$ cat src/rtl/multibyte_add_sequencer_pkg.sv
// Shared definitions for the multi-byte add sequencer: FSM encoding and slice width.
package multibyte_add_sequencer_pkg;

    localparam int BYTE_W = 8;

    typedef enum logic [1:0] {
        S_IDLE = 2'd0,
        S_RUN  = 2'd1,
        S_DONE = 2'd2
    } seq_state_e;

endpackage

$ cat src/rtl/multibyte_add_sequencer.sv
// Feeds an external 8-bit adder one byte per cycle (LSB first) and assembles a wide sum,
// carry-out and signed overflow, with valid/ready handshakes on both sides.
import multibyte_add_sequencer_pkg::*;

module multibyte_add_sequencer #(
    parameter int NBYTES = 4
) (
    input  logic                  clk,
    input  logic                  rst,
    input  logic                  in_valid,
    output logic                  in_ready,
    input  logic [8*NBYTES-1:0]   in_a,
    input  logic [8*NBYTES-1:0]   in_b,
    input  logic                  in_cin,
    input  logic                  in_sub,
    output logic [7:0]            add_a,
    output logic [7:0]            add_b,
    output logic                  add_cin,
    input  logic [7:0]            add_sum,
    input  logic                  add_cout,
    output logic                  out_valid,
    input  logic                  out_ready,
    output logic [8*NBYTES-1:0]   out_sum,
    output logic                  out_cout,
    output logic                  out_ovf,
    output logic                  busy
);

    localparam int IDX_W = (NBYTES > 1) ? $clog2(NBYTES) : 1;
    localparam logic [IDX_W-1:0] LAST_IDX = IDX_W'(NBYTES - 1);

    // Handshake rule: a transfer happens on a rising edge where valid and ready are both
    // high; valid-side signals are only sampled on that edge.

    seq_state_e                      state_q;
    logic [IDX_W-1:0]                idx_q;
    logic                            carry_q;
    logic [NBYTES-1:0][BYTE_W-1:0]   a_q;
    logic [NBYTES-1:0][BYTE_W-1:0]   b_q;
    logic [NBYTES-1:0][BYTE_W-1:0]   sum_q;
    logic                            in_ready_q;
    logic                            out_valid_q;
    logic                            busy_q;

    always_ff @(posedge clk or posedge rst) begin
        if (rst) begin
            state_q     <= S_IDLE;
            idx_q       <= '0;
            carry_q     <= 1'b0;
            a_q         <= '0;
            b_q         <= '0;
            sum_q       <= '0;
            in_ready_q  <= 1'b1;
            out_valid_q <= 1'b0;
            busy_q      <= 1'b0;
        end else begin
            case (state_q)
                S_IDLE: begin
                    if (in_valid) begin
                        a_q        <= in_a;
                        // Subtract is A + ~B + 1: store B inverted and force the carry in.
                        b_q        <= in_sub ? ~in_b : in_b;
                        carry_q    <= in_sub | in_cin;
                        idx_q      <= '0;
                        state_q    <= S_RUN;
                        in_ready_q <= 1'b0;
                        busy_q     <= 1'b1;
                    end
                end
                S_RUN: begin
                    sum_q[idx_q] <= add_sum;
                    carry_q      <= add_cout;
                    if (idx_q == LAST_IDX) begin
                        state_q     <= S_DONE;
                        out_valid_q <= 1'b1;
                    end else begin
                        idx_q <= idx_q + IDX_W'(1);
                    end
                end
                S_DONE: begin
                    if (out_ready) begin
                        state_q     <= S_IDLE;
                        out_valid_q <= 1'b0;
                        busy_q      <= 1'b0;
                        in_ready_q  <= 1'b1;
                    end
                end
                default: begin
                    state_q     <= S_IDLE;
                    in_ready_q  <= 1'b1;
                    out_valid_q <= 1'b0;
                    busy_q      <= 1'b0;
                end
            endcase
        end
    end

    always_comb begin
        add_a   = '0;
        add_b   = '0;
        add_cin = 1'b0;
        if (state_q == S_RUN) begin
            add_a   = a_q[idx_q];
            add_b   = b_q[idx_q];
            add_cin = carry_q;
        end
    end

    // Result outputs are only meaningful in DONE; elsewhere they read as zero.
    always_comb begin
        out_sum  = '0;
        out_cout = 1'b0;
        out_ovf  = 1'b0;
        if (state_q == S_DONE) begin
            out_sum  = sum_q;
            out_cout = carry_q;
            out_ovf  = (a_q[NBYTES-1][BYTE_W-1] == b_q[NBYTES-1][BYTE_W-1]) &&
                       (sum_q[NBYTES-1][BYTE_W-1] != a_q[NBYTES-1][BYTE_W-1]);
        end
    end

    assign in_ready  = in_ready_q;
    assign out_valid = out_valid_q;
    assign busy      = busy_q;

endmodule
$ cat config.mk
export PLATFORM = sky130hd
export DESIGN_NAME = multibyte_add_sequencer
export DESIGN_NICKNAME = d
export VERILOG_FILES = /design/src/rtl/multibyte_add_sequencer_pkg.sv /design/src/rtl/multibyte_add_sequencer.sv
export SDC_FILE = /design/constraint.sdc
export NUM_CORES = 1
export LEC_CHECK = 0
export CAP_MARGIN = 15
export CORE_ASPECT_RATIO = 2
export CORE_MARGIN = 3
export CORE_UTILIZATION = 49
export CTS_CLUSTER_DIAMETER = 30
export DETAILED_ROUTE_END_ITERATION = 8
export HOLD_SLACK_MARGIN = 0.15
export PLACE_DENSITY_LB_ADDON = 0.15
export RECOVER_POWER = 100
export SLEW_MARGIN = 10
export SYNTH_ARGS = -nofsm -noshare
export SYNTH_HDL_FRONTEND = slang
export SYNTH_SLANG_ARGS = --single-unit
$ cat constraint.sdc
create_clock -name clk -period 3.9 [get_ports clk]
set_input_delay 0.585 -clock clk [delete_from_list [all_inputs] [get_ports clk]]
set_output_delay 0.585 -clock clk [all_outputs]
set_load 0.01 [all_outputs]
==> flow_summary.ini <==
[routing]
drt_wl_total_um = 10400
initialDrtViolationCount = 156
wl_per_cell_um = 15.8
drt-vias-per-instance = 5.07
drc = 0
drt_first_pass_iters = 6
ant_nets = 0
vias = 3343

[critical_path]
critPathArrivalTime_ps = 2630
crit_chain = nor2b_1, clkbuf_1, and2_1, dlygate4sd3_1
setup.worst_path.class = register to primary output
cp_top_family = buffers and inverters
crit_buf_inv = 2
critPathMaxFanout = 18
required_ps = 3310
cp-start-kind = register
cpPeakStageDelay_ps = 650
end_kind = primary output
slowest_stage = clkbuf_1

[status]
status = complete, but fails checks
violations = max-capacitance violations, max-slew violations

[sta]
slew_violations = 68
holdWs_ps = 474
period_minus_slack_ps = 3210
setup_violations = 0
finalSetupTns_ps = 0
fin_skew_ps = 3.74
worstMarginPinSlew_ps = 2120
fmax_mhz = 311
finalCritPeriodShare = 0.823
hold_violations = 0
rsz0062_at_grt = no
relSlewSlack = -0.416

[clock_tree]
post_cts_buffers = 0
cts_root_buffer = clkbuf_16
clock_latency_ps = 340
htreeDepth = 3
clockBufferDepth = 2
cts_tree = done
cts_hold_buf = 0
cts_buffers = 9
post_cts_resized = 0
clk_pin_slew_ps = 70
cts.sinks = 104

[die]
dieWidth_um = 77.7
start_util = 0.510
rows = 51
core_area_mm2 = 0.00989
ios = 133
die_y_um = 149
dieArea_mm2 = 0.0116

[global_routing]
grt_max_degree = 69
grt_usage = 0.191
grt_pass1_vias = 3480
antenna_found_initial = 0
grt-ovfl-total = 0
grt_pass1_wl_um = 17100

[logic_synthesis]
yosysMostFrequentCell = dfrtp_1
syn-num-nets = 481
synth_top_cell_by_area = dfrtp_1
synth.distinct_cells = 30
yosysSeqAreaShare = 0.516
synth.area.top_cells = dfrtp_1, mux2_2, and2_1
ys_warn_count = 0
netlist_instances = 398
synth_commonest_cells = dfrtp_1, mux2_2, and2_1
synth.cell_area_mm2 = 0.00504
async_reset_ff_frac = 1.00
synth_top_area_frac = 0.511
ys_ff_latch = 104
syn_avg_cell_area_um2 = 12.7
synth_edf_count = 0
synth_top_flop_cell = dfrtp_1

[finish]
area_growth_pct = 32.5
fin_cells = 659
drive_above_1_share = 0.178
fill_cells = 795
insertedDiodeCount = 0
nNetsFinal = 606

[placed_design]
dp_hpwl_um = 8020
gp_congestion = 0.792
portBuffers = 132
dp_cells = 644

[power_and_ir_drop]
pwr_density_cell_mw_per_mm2 = 736
leakage_nw = 2.75
peakVddDrop_mv = 0.473

[flow_run]
cap_viol_max_count = 2

[min_path]
hold_path_class = register to register
-- report_power, final --
group	total (mW)	switching, mW	internal, mW	leakage, nW
clock	1.00	0.378	0.622	0.165
sequential	1.94	0.313	1.62	1.24
combinational	1.98	0.797	1.19	1.35
total	4.92	1.49	3.43	2.75
-- registers in the layout, indices dropped and copies added, names as in the netlist --
name,flops
carry_q,1
b_q,32
idx_q,2
in_ready,1
busy,1
out_valid,1
sum_q,32
a_q,32
state_q,2
-- cell usage in the layout (no fill, tap or decap), types with 2 or more instances in the layout --
cell / instances
dlygate4sd3_1: 18
clkbuf_16: 9
mux4_2: 10
bufinv_16: 3
buf_4: 2
dfrtp_1: 103
ha_1: 4
mux2_2: 64
clkinv_2: 2
nand2b_1: 2
and2_1: 13
a21oi_1: 4
nor3b_1: 2
nand2_1: 39
mux4_1: 6
and2_0: 37
inv_1: 4
clkdlybuf4s50_1: 113
xnor2_1: 32
nor2b_1: 2
clkbuf_1: 6
nor2_1: 6
o21ai_0: 37
-- area by class of cell --
| type | count | area, um2 | area share |
|---|---|---|---|
| multi-input combinational | 264 | 2210 | 0.331 |
| timing repair buffer | 139 | 1350 | 0.202 |
| sequential | 104 | 2600 | 0.390 |
| clock inverter | 6 | 109 | 0.0163 |
| tap | 132 | 165 | 0.0247 |
| clock buffer | 9 | 225 | 0.0337 |
| inverter | 5 | 21.3 | 0.00318 |
-- layer usage --
metal  global-route usage  wire (um)  vias to the layer above
li1                     -          -                     1611
met1                0.210       3900                     1618
met2                0.350       5830                       98
met3               0.0355        453                       16
met4               0.0847        243                        0
met5                    0          0                        -
-- through the flow --
stage | setup slack [ps] | instance area [um2] | power, mW | util
CTS | 844 | 6730 | 5.06 | 0.681
global placement | 1270 | 6400 | 3.97 | 0.647
global route | 459 | 6680 | 5.24 | 0.676
floorplan | 584 | 5040 | 3.33 | -
finish | 689 | 6680 | 4.92 | 0.676
detailed placement | 1210 | 6400 | 4.05 | 0.647
-- path summary, 6_finish.rpt --
| kind | startpoint | to | slack, ps | depth (start not counted) |
|---|---|---|---|---|
| worst max-delay path | state_q[0] | add_b[0] | 690 | 4 |
| worst min-delay path | b_q[13] | b_q[13] | 470 | 2 |
| worst max register to register | state_q[1] | idx_q[0] | 1230 | 4 |
| worst min register to register | b_q[13] | b_q[13] | 470 | 2 |
| max in group asynchronous | rst | a_q[24] | 1560 | 3 |
| min in group asynchronous | rst | b_q[31] | 890 | 2 |
-- cells by family after synthesis --
family / count (synthesis) / share of synthesized area
flip-flops: 104 / 0.516
AND/OR/NAND/NOR: 104 / 0.113
AO/OA/AOI/OAI: 43 / 0.0439
adder cells (fa/ha/maj): 4 / 0.00993
XOR/XNOR: 32 / 0.0556
multiplexers: 81 / 0.221
buffers and inverters: 30 / 0.0397
-- worst min-delay path: cells and delay by family (launching register included) --
kind	cells	cell delay, ps
and+or+nand+nor	1	40
DFF	1	340
AOI/OAI and AO/OA	1	60
No activity file was read; power rests on OpenSTA's default activity.
